File: config.mk
export PLATFORM = sky130hd
export DESIGN_NAME = seg_display_arbiter
export DESIGN_NICKNAME = d
export VERILOG_FILES = /design/src/rtl/seg_pkg.sv /design/src/rtl/tick_prescaler.sv /design/src/rtl/seg_display_arbiter.sv
export SDC_FILE = /design/constraint.sdc
export NUM_CORES = 1
export LEC_CHECK = 0
export BUFFER_PORTS_ARGS = -buffer_cell sky130_fd_sc_hd__buf_2
export CORE_MARGIN = 10
export CORE_UTILIZATION = 35
export CTS_BUF_LIST = sky130_fd_sc_hd__clkbuf_2
export DETAILED_ROUTE_END_ITERATION = 7
export GPL_ROUTABILITY_DRIVEN = 0
export PLACE_DENSITY = 0.61
export SETUP_SLACK_MARGIN = 0.15
export SYNTH_ARGS = -nofsm -noshare
export SYNTH_HDL_FRONTEND = slang
export SYNTH_SLANG_ARGS = --single-unit
File: constraint.sdc
create_clock -name clk -period 2.8 [get_ports clk]
set_input_delay 0.28 -clock clk [delete_from_list [all_inputs] [get_ports clk]]
set_output_delay 0.28 -clock clk [all_outputs]
set_load 0.02 [all_outputs]
File: src/rtl/seg_pkg.sv
// -----------------------------------------------------------------------------
// seg_pkg
// Shared definitions for the seven-segment display arbiter.
//   - Digit codes understood by the seven-segment scan driver
//   - Whole-display words for the idle and blanked displays
//   - Arbiter FSM state encoding
//   - Fixed-priority select helper (index 0 = highest priority)
// -----------------------------------------------------------------------------
package seg_pkg;

    // Digit codes: 0-9 are numeric, the rest are glyphs.
    localparam logic [3:0] SEG_A     = 4'hA;
    localparam logic [3:0] SEG_S     = 4'hB;
    localparam logic [3:0] SEG_C     = 4'hC;
    localparam logic [3:0] SEG_DASH  = 4'hD;
    localparam logic [3:0] SEG_BLANK = 4'hE;

    localparam logic [15:0] IDLE_WORD  = {4{SEG_DASH}};
    localparam logic [15:0] BLANK_WORD = {4{SEG_BLANK}};

    // Widest request vector the priority helper accepts.
    localparam int MAX_REQ = 16;

    typedef enum logic [1:0] {
        IDLE   = 2'd0,
        SHOW   = 2'd1,
        LINGER = 2'd2
    } state_t;

    // Returns the lowest set index of r, or -1 when no bit is set.
    function automatic int prio_idx(input logic [MAX_REQ-1:0] r);
        int idx;
        idx = -1;
        for (int i = MAX_REQ - 1; i >= 0; i--) begin
            if (r[i]) idx = i;
        end
        return idx;
    endfunction

endpackage

File: src/rtl/tick_prescaler.sv
// -----------------------------------------------------------------------------
// tick_prescaler
// Free-running divider producing a one-clk tick every TICK_DIV clks.
//   clk    in  system clock
//   rst_n  in  asynchronous active-low reset
//   clr    in  synchronous clear; restarts the count at 0
//   tick   out high for one clk while the count sits at TICK_DIV-1
// -----------------------------------------------------------------------------
module tick_prescaler #(
    parameter int TICK_DIV = 100000
) (
    input  logic clk,
    input  logic rst_n,
    input  logic clr,
    output logic tick
);

    localparam int CW = $clog2(TICK_DIV + 1);
    localparam logic [CW-1:0] LAST = CW'(TICK_DIV - 1);

    logic [CW-1:0] cnt;

    assign tick = (cnt == LAST);

    always_ff @(posedge clk or negedge rst_n) begin
        if (!rst_n) begin
            cnt <= '0;
        end else if (clr || tick) begin
            cnt <= '0;
        end else begin
            cnt <= cnt + CW'(1);
        end
    end

endmodule

File: src/rtl/seg_display_arbiter.sv
// -----------------------------------------------------------------------------
// seg_display_arbiter
// Shares one 4-digit seven-segment display among NUM_REQ requesters.
// The lowest-index requester wins; an owner keeps the display for at least
// HOLD_MS ticks, and may ask for its digits to blink with BLINK_MS-tick
// half-periods.
//   clk        in   system clock
//   rst_n      in   asynchronous active-low reset
//   req        in   level request per requester
//   req_nums   in   requester i digits at [16*i +: 16], digit3 in [15:12]
//   req_blink  in   requester i wants its digits blinked
//   grant      out  one-hot current owner, 0 when idle (registered)
//   nums       out  word to the scan driver (registered)
//   busy       out  an owner holds the display (registered)
// There is no handshake: every output is a registered level that reflects
// the inputs sampled on the previous rising edge.
// -----------------------------------------------------------------------------
module seg_display_arbiter
    import seg_pkg::*;
#(
    parameter int NUM_REQ  = 3,
    parameter int TICK_DIV = 100000,
    parameter int HOLD_MS  = 500,
    parameter int BLINK_MS = 250
) (
    input  logic                   clk,
    input  logic                   rst_n,
    input  logic [NUM_REQ-1:0]     req,
    input  logic [16*NUM_REQ-1:0]  req_nums,
    input  logic [NUM_REQ-1:0]     req_blink,
    output logic [NUM_REQ-1:0]     grant,
    output logic [15:0]            nums,
    output logic                   busy
);

    localparam int HW = $clog2(HOLD_MS + 1);
    localparam int BW = $clog2(BLINK_MS + 1);
    localparam logic [HW-1:0] HOLD_MAX   = HW'(HOLD_MS);
    localparam logic [BW-1:0] BLINK_LAST = BW'(BLINK_MS - 1);

    state_t               state, state_nxt;
    logic [NUM_REQ-1:0]   grant_nxt, top_req;
    logic [15:0]          nums_nxt, sel_nums;
    logic                 sel_blink;
    logic [HW-1:0]        hold_cnt;
    logic [BW-1:0]        blink_cnt, blink_cnt_nxt;
    logic                 phase, phase_nxt;   // 1 = hidden half of blink
    logic                 tick, grant_chg, hold_done, owner_req;
    int                   top_idx;

    assign hold_done = (hold_cnt == HOLD_MAX);
    assign owner_req = |(req & grant);
    assign grant_chg = (grant_nxt != grant);

    // Any grant change restarts the tick phase so the hold is measured from
    // the grant edge.
    tick_prescaler #(.TICK_DIV(TICK_DIV)) u_prescaler (
        .clk   (clk),
        .rst_n (rst_n),
        .clr   (grant_chg),
        .tick  (tick)
    );

    // Highest-priority pending request as a one-hot vector.
    always_comb begin
        top_req = '0;
        top_idx = prio_idx(MAX_REQ'(req));
        for (int i = 0; i < NUM_REQ; i++) begin
            if (i == top_idx) top_req[i] = 1'b1;
        end
    end

    // Ownership decisions.
    always_comb begin
        state_nxt = state;
        grant_nxt = grant;
        case (state)
            IDLE: begin
                grant_nxt = '0;
                if (|req) begin
                    grant_nxt = top_req;
                    state_nxt = SHOW;
                end
            end
            SHOW: begin
                if (!owner_req) begin
                    if (!hold_done) begin
                        state_nxt = LINGER;
                    end else if (|req) begin
                        grant_nxt = top_req;
                    end else begin
                        grant_nxt = '0;
                        state_nxt = IDLE;
                    end
                end else if (hold_done && (top_req != grant)) begin
                    // Owner still requesting: only a higher-priority index
                    // can differ from the owner in top_req.
                    grant_nxt = top_req;
                end
            end
            LINGER: begin
                if (hold_done) begin
                    if (|req) begin
                        grant_nxt = top_req;
                        state_nxt = SHOW;
                    end else begin
                        grant_nxt = '0;
                        state_nxt = IDLE;
                    end
                end else if (owner_req) begin
                    state_nxt = SHOW;
                end
            end
            default: begin
                grant_nxt = '0;
                state_nxt = IDLE;
            end
        endcase
    end

    // Blink phase and displayed word. The word uses the next phase so the
    // blanking lands on the same edge the phase flips.
    always_comb begin
        phase_nxt     = phase;
        blink_cnt_nxt = blink_cnt;
        if (grant_chg) begin
            phase_nxt     = 1'b0;
            blink_cnt_nxt = '0;
        end else if (tick) begin
            if (blink_cnt == BLINK_LAST) begin
                phase_nxt     = ~phase;
                blink_cnt_nxt = '0;
            end else begin
                blink_cnt_nxt = blink_cnt + BW'(1);
            end
        end

        sel_nums  = '0;
        sel_blink = 1'b0;
        for (int i = 0; i < NUM_REQ; i++) begin
            if (grant_nxt[i]) begin
                sel_nums  = sel_nums | req_nums[16*i +: 16];
                sel_blink = sel_blink | req_blink[i];
            end
        end

        nums_nxt = nums;   // LINGER keeps the captured word
        case (state_nxt)
            IDLE:    nums_nxt = IDLE_WORD;
            SHOW:    nums_nxt = (sel_blink && phase_nxt) ? BLANK_WORD : sel_nums;
            default: nums_nxt = nums;
        endcase
    end

    always_ff @(posedge clk or negedge rst_n) begin
        if (!rst_n) begin
            state     <= IDLE;
            grant     <= '0;
            nums      <= IDLE_WORD;
            busy      <= 1'b0;
            hold_cnt  <= '0;
            blink_cnt <= '0;
            phase     <= 1'b0;
        end else begin
            state     <= state_nxt;
            grant     <= grant_nxt;
            nums      <= nums_nxt;
            busy      <= (state_nxt != IDLE);
            phase     <= phase_nxt;
            blink_cnt <= blink_cnt_nxt;
            if (grant_chg) begin
                hold_cnt <= '0;
            end else if (tick && !hold_done) begin
                hold_cnt <= hold_cnt + HW'(1);
            end
        end
    end

endmodule
# Word-level counts from Yosys, hierarchy flattened
# Cells that the tools add are included.
[classes] mux=36 n_eq_ne=10 n_addsub=3 reduce_logical=14 n_bitwise=6
[op_table] cell="32-bit 2-to-1 mux" count=3
[op_table] cell="16-bit 2-to-1 mux" count=4
[op_table] cell="2-bit by 32-bit == test with 1-bit output (first input constant)" count=1
[op_table] cell="3-bit by 32-bit == test with 1-bit output (first input constant)" count=1
[op_table] cell="32-bit zero test" count=1
[op_table] cell="16-bit bitwise OR" count=2
[op_table] cell="16-bit case mux with 2 select lines" count=1
[op_table] cell="8-bit 2-to-1 mux" count=3
[op_table] cell="9-bit 2-to-1 mux" count=2
[op_table] cell="17-bit by 1-bit adder with 17-bit output (second input constant)" count=1
[op_table] cell="17-bit == test (second input constant)" count=1
[op_table] cell="17-bit 2-to-1 mux" count=1
[op_table] cell="2-bit 2-to-1 mux" count=6
[op_table] cell="3-bit 2-to-1 mux" count=4
[op_table] cell="1-bit 2-to-1 mux" count=10
[op_table] cell="9-bit by 1-bit adder with 9-bit output (second input constant)" count=1
[op_table] cell="9-bit == test (second input constant)" count=1
[op_table] cell="3-bit case mux with 3 select lines" count=1
[op_table] cell="8-bit by 1-bit adder with 8-bit output (second input constant)" count=1
[op_table] cell="8-bit == test (second input constant)" count=1
[op_table] cell="2-bit nonzero test" count=4
[op_table] cell="3-bit inequality test" count=2
[op_table] cell="2-bit case mux with 3 select lines" count=1
[op_table] cell="3-bit OR reduction" count=2
[op_table] cell="other kinds (9)" count=14
[totals] in_bits=56 regBits=57 elab_cells=77 output_inout_bits=20

# Longest topological paths before layout
[logic_depth] ltp_word=18 mapped_depth=11 ltp_nobuf=9

# Modules after synthesis
# From an unflattened synthesis, not the netlist that was laid out.
[hier_totals] cells_unflattened=346 area_unflattened_um2=3324.4
[by_module_without_submodules] mod="seg_display_arbiter" cells_each=259 seq_area_each_um2=1016.0 area_each_um2=2476.1 instances=1
[by_module_without_submodules] mod="tick_prescaler" cells_each=87 seq_area_each_um2=425.4 area_each_um2=848.3 instances=1

# Least setup slack after synthesis
# OpenSTA, ideal clock, no wires.
[synth_path] path_type="register -> register" from="register hold_cnt[0]" to="register nums[1]" required_ps=2720 arrival_ps=2265 setup_ps=80 path_slack_ps=455 path_buffers=2 synth_period_minus_slack_ps=2345 stages_incl_launch_ff=11 cell_sequence="dfrtp_1 > inv_1 > ha_1 > nand4_1 > o22ai_2 > mux2i_2 > a222oi_1 > or3_1 > buf_6 > buf_12 > a31oi_4"
[synth_via] elab_chain_cells=13 elab_cells_between_ends=28 classes_between="eq/ne: 3; mux: 17; bitwise: 4; reduce/logical: 4"
[synth_lines] element="start, declared" line="seg_display_arbiter.sv:45" rtl="logic [HW-1:0] hold_cnt;"
[synth_lines] element="start signal, assigned" line="seg_display_arbiter.sv:174" rtl="hold_cnt <= hold_cnt + HW'(1);"
[synth_lines] element="9-bit == test *" line="seg_display_arbiter.sv:51" rtl="assign hold_done = (hold_cnt == HOLD_MAX);"
[synth_lines] element="1-bit logical AND" line="seg_display_arbiter.sv:95" rtl="end else if (hold_done && (top_req != grant)) begin"
[synth_lines] element="3-bit 2-to-1 mux" line="seg_display_arbiter.sv:95"
[synth_lines] element="3-bit 2-to-1 mux" line="seg_display_arbiter.sv:86" rtl="if (!owner_req) begin"
[synth_lines] element="3-bit case mux with 3 select lines" line="seg_display_arbiter.sv:77" rtl="case (state)"
[synth_lines] element="1-bit 2-to-1 mux" line="seg_display_arbiter.sv:141" rtl="if (grant_nxt[i]) begin"
[synth_lines] element="1-bit bitwise OR" line="seg_display_arbiter.sv:143" rtl="sel_blink = sel_blink | req_blink[i];"
[synth_lines] element="1-bit 2-to-1 mux" line="seg_display_arbiter.sv:141"
[synth_lines] element="1-bit bitwise OR" line="seg_display_arbiter.sv:143"
[synth_lines] element="1-bit 2-to-1 mux" line="seg_display_arbiter.sv:141"
[synth_lines] element="1-bit logical AND" line="seg_display_arbiter.sv:150" rtl="SHOW: nums_nxt = (sel_blink && phase_nxt) ? BLANK_WORD : sel_nums;"
[synth_lines] element="16-bit 2-to-1 mux" line="seg_display_arbiter.sv:150"
[synth_lines] element="16-bit case mux with 2 select lines" line="seg_display_arbiter.sv:148" rtl="case (state_nxt)"
[synth_lines] element="end signal, assigned" line="seg_display_arbiter.sv:167" rtl="nums <= nums_nxt;"
[synth_lines] element="end, declared" line="seg_display_arbiter.sv:32" rtl="output logic [15:0] nums,"
# Mark *: on every way between the ends. The rest lies on a longest branch, timed or not.
# A chain may end at the register's enable or synchronous reset.

# Worst setup path after layout
[layout_path] from="register hold_cnt[0]" to="register nums[9]"
# The elaborated chain is that of the path after synthesis.

==> impl_metrics.yaml <==
die:
  initial_core_util: 0.361
  die_width_um: 118
  rows: 35
  core_um2: 9280
  die_h_um: 118
  die_area_um2: 13900
  ios: 76
sta:
  slew_violations: 0
  finClkSkew_ns: 0.0253
  fin_crit_sh: 0.871
  period_needed_ns: 2.44
  max_freq_mhz: 410
  holdWs_ns: 0.0407
  slew_headroom: 0.476
  rsz0062_at_grt: "false"
  setup_viol: 0
  setup_tns_ns: 0
  tightest_slew_ns: 0.785
  hold_viol_final: 0
  setup_slack_ns: 0.360
logic_synthesis:
  avgSynthCellArea_um2: 10.4
  synth_compound_area_frac: 0.187
  synth_warnings: 0
  postSynth.asyncResetShare: 1.00
  seq_area_frac_synth: 0.430
  yosys.area_share.simple: 0.223
  synthAdderAreaFrac: 0.0258
  synth-xor-area-share: 0.0680
  synth-edff-count: 0
  ys_types: 66
  netlist_instances: 321
  ys_seq_elements: 57
  muxShareOfSynthArea: 0.0284
  syn_area_um2: 3350
  syn-num-nets: 383
  ys.flop_type: "dfrtp_1"
  synth_top_family_by_area: "simple AND/OR/NAND/NOR gates"
pwr:
  pwr-share-clk: 0.142
  net-switching-power_mw: 1.74
  leakage_nw: 1.73
  p_int_mw: 2.10
  peakVddDrop_mv: 0.637
  cellPowerDensity_nw_per_um2: 961
  power_frac_seq: 0.321
  p_sw_frac: 0.453
  finalPower_mw: 3.83
  power_frac_comb: 0.538
critical_path:
  regToRegEndpoint: "nums[9]$_DFFE_PN0P_"
  arrival_ns: 2.87
  required_ns: 3.23
  r2r_slack_ns: 0.36
  endpoint_kind: "register"
  worstSetupEndpoint: "nums[9]$_DFFE_PN0P_"
  crit_type: "register to register"
  startpoint: "hold_cnt[0]$_DFFE_PN0P_"
  reg2reg_depth: 9
  crit_fanout: 13
  startpoint_type: "register"
  reg2reg_from: "hold_cnt[0]$_DFFE_PN0P_"
cells_and_area:
  area_growth_syn_to_layout_pct: 19.1
  post_route_cells_drive_above_1_share: 0.353
  nets: 465
  finalInstanceArea_um2: 3990
  final_cells: 537
  layout_common_cells: "buf_2 (75), dfrtp_1 (45), nor2_1 (43), nand2_1 (24), nand3_1 (23)"
  layout_commonest_cell: "buf_2"
  final_util: 0.430
  diodes: 0
grt:
  overflow: 0
  grt_pass1_wl_um: 14100
  grt_pass1_vias: 2929
  antenna_found_initial: 0
  grt_max_degree: 35
  track_usage: 0.121
clocking:
  cts_setup_buffers: 0
  cts_buffers: 9
  clock_latency_ns: 0.50
  htree_levels: 3
  cts_root_buf: "clkbuf_2"
  path_clk_slew_ns: 0.17
  cts_tree: "done"
  cts_buffer_depth: 2
  cts.sinks: 57
route:
  vias: 2788
  dr.pass1.iters: 4
  drtIter0Drc: 140
  wirelength_um: 8310
  via_per_inst: 5.19
  wire_per_inst_um: 15.5
  ant_nets: 0
  drc: 0
placement:
  dpl_worst_slack_ns: 0.285
  placed_area_um2: 3870
  dp_hpwl_um: 6280
  placed_cells: 520
  port_buffers: 75
worst_hold_path:
  hp-class: "input pin to register"
status:
  status: "finished, final reports clean"
job:
  drv_cap: 0
==> power groups by stage <==
stage                     Combinational [mW]  Sequential (mW)  Clock, mW
after CTS                               2.08             1.23      0.556
after global placement                  2.04             1.24          0
after detailed placement                2.07             1.24          0
after global routing                    2.25             1.26      0.601
after floorplan                         1.42             1.35          0
final                                   2.06             1.23      0.543
==> state kept, by name, summed over array words and instances, names as in the netlist <==
register,cells
hold_cnt,9
busy,1
grant,3
state,2
phase,1
u_prescaler.cnt,17
blink_cnt,8
nums,16
==> worst max-delay path, stage by stage, from the launching register on <==
cell     delay [ns]
dfrtp_1        0.47
inv_1          0.08
ha_1           0.14
nand4_1        0.19
or2_1          0.33
maj3_2         0.32
o22a_1         0.35
inv_4          0.27
a21oi_1        0.09
a31oi_2        0.14
==> repair_timing <==
action,CTS,global route
hold buffers,1,0
endpoints found under the setup margin,0,4
endpoints found under the hold margin,29,0
resized for setup,0,1
==> logic make-up after synthesis <==
kind of cell / Yosys count
and+or+nand+nor: 136
AOI/OAI and AO/OA: 63
DFF: 57
xor gates and xnor gates: 26
buffers and inverters: 23
muxes: 9
adders and majority gates: 7
==> cells in the mapped netlist (2+ instances only) <==
cell / count / area (um2)
nor3b_1: 2 / 15.0
a31oi_1: 3 / 18.8
o21ai_0: 2 / 10.0
a211oi_1: 3 / 22.5
nor2_1: 43 / 161
a211o_1: 5 / 43.8
nand3b_1: 3 / 22.5
and2_1: 2 / 12.5
dfrtp_1: 45 / 1130
nand4_1: 9 / 56.3
xor2_1: 17 / 149
dfstp_2: 12 / 315
a222oi_1: 13 / 130
buf_2: 4 / 20.0
nand2_1: 24 / 90.1
inv_1: 6 / 22.5
nor2b_1: 2 / 12.5
xnor2_1: 9 / 78.8
ha_1: 6 / 75.1
buf_6: 2 / 22.5
nand2b_1: 2 / 12.5
o221a_2: 4 / 45.0
nor3_1: 2 / 10.0
and3_1: 3 / 18.8
a31oi_2: 3 / 37.5
a22o_1: 4 / 35.0
mux2i_1: 7 / 70.1
a21oi_1: 10 / 50.1
clkbuf_1: 6 / 22.5
a31oi_4: 7 / 149
nand3_1: 23 / 115
or3_1: 4 / 25.0
==> layer usage <==
metal,vias up,part of all wire,global-route usage
li1,1355,-,-
met1,1330,0.47,0.152
met2,95,0.45,0.185
met3,8,0.071,0.0432
met4,0,0.012,0.0440
met5,-,0,0
==> how the worst min path moves through the flow <==
stage	from	end	depth (start not counted)
3_3_place_gp	rst_n	hold_cnt[6]$_DFFE_PN0P_	1
5_1_grt	req_nums[45]	nums[13]$_DFFE_PN0P_	3
2_1_floorplan	rst_n	blink_cnt[0]$_DFFE_PN0N_	0
4_1_cts	req_nums[45]	nums[13]$_DFFE_PN0P_	3
3_5_place_dp	rst_n	blink_cnt[6]$_DFFE_PN0N_	1
6_report	req_nums[45]	nums[13]$_DFFE_PN0P_	3
==> layout make-up <==
type	count	area, um2
Clock buffer	9	45.0
Clock inverter	7	67.6
Fill cell	951	5290
Inverter	8	32.5
Multi-Input combinational cell	241	1780
Sequential cell	57	1440
Tap cell	129	161
Timing Repair Buffer	86	460
(Power assumes the default switching activity.)
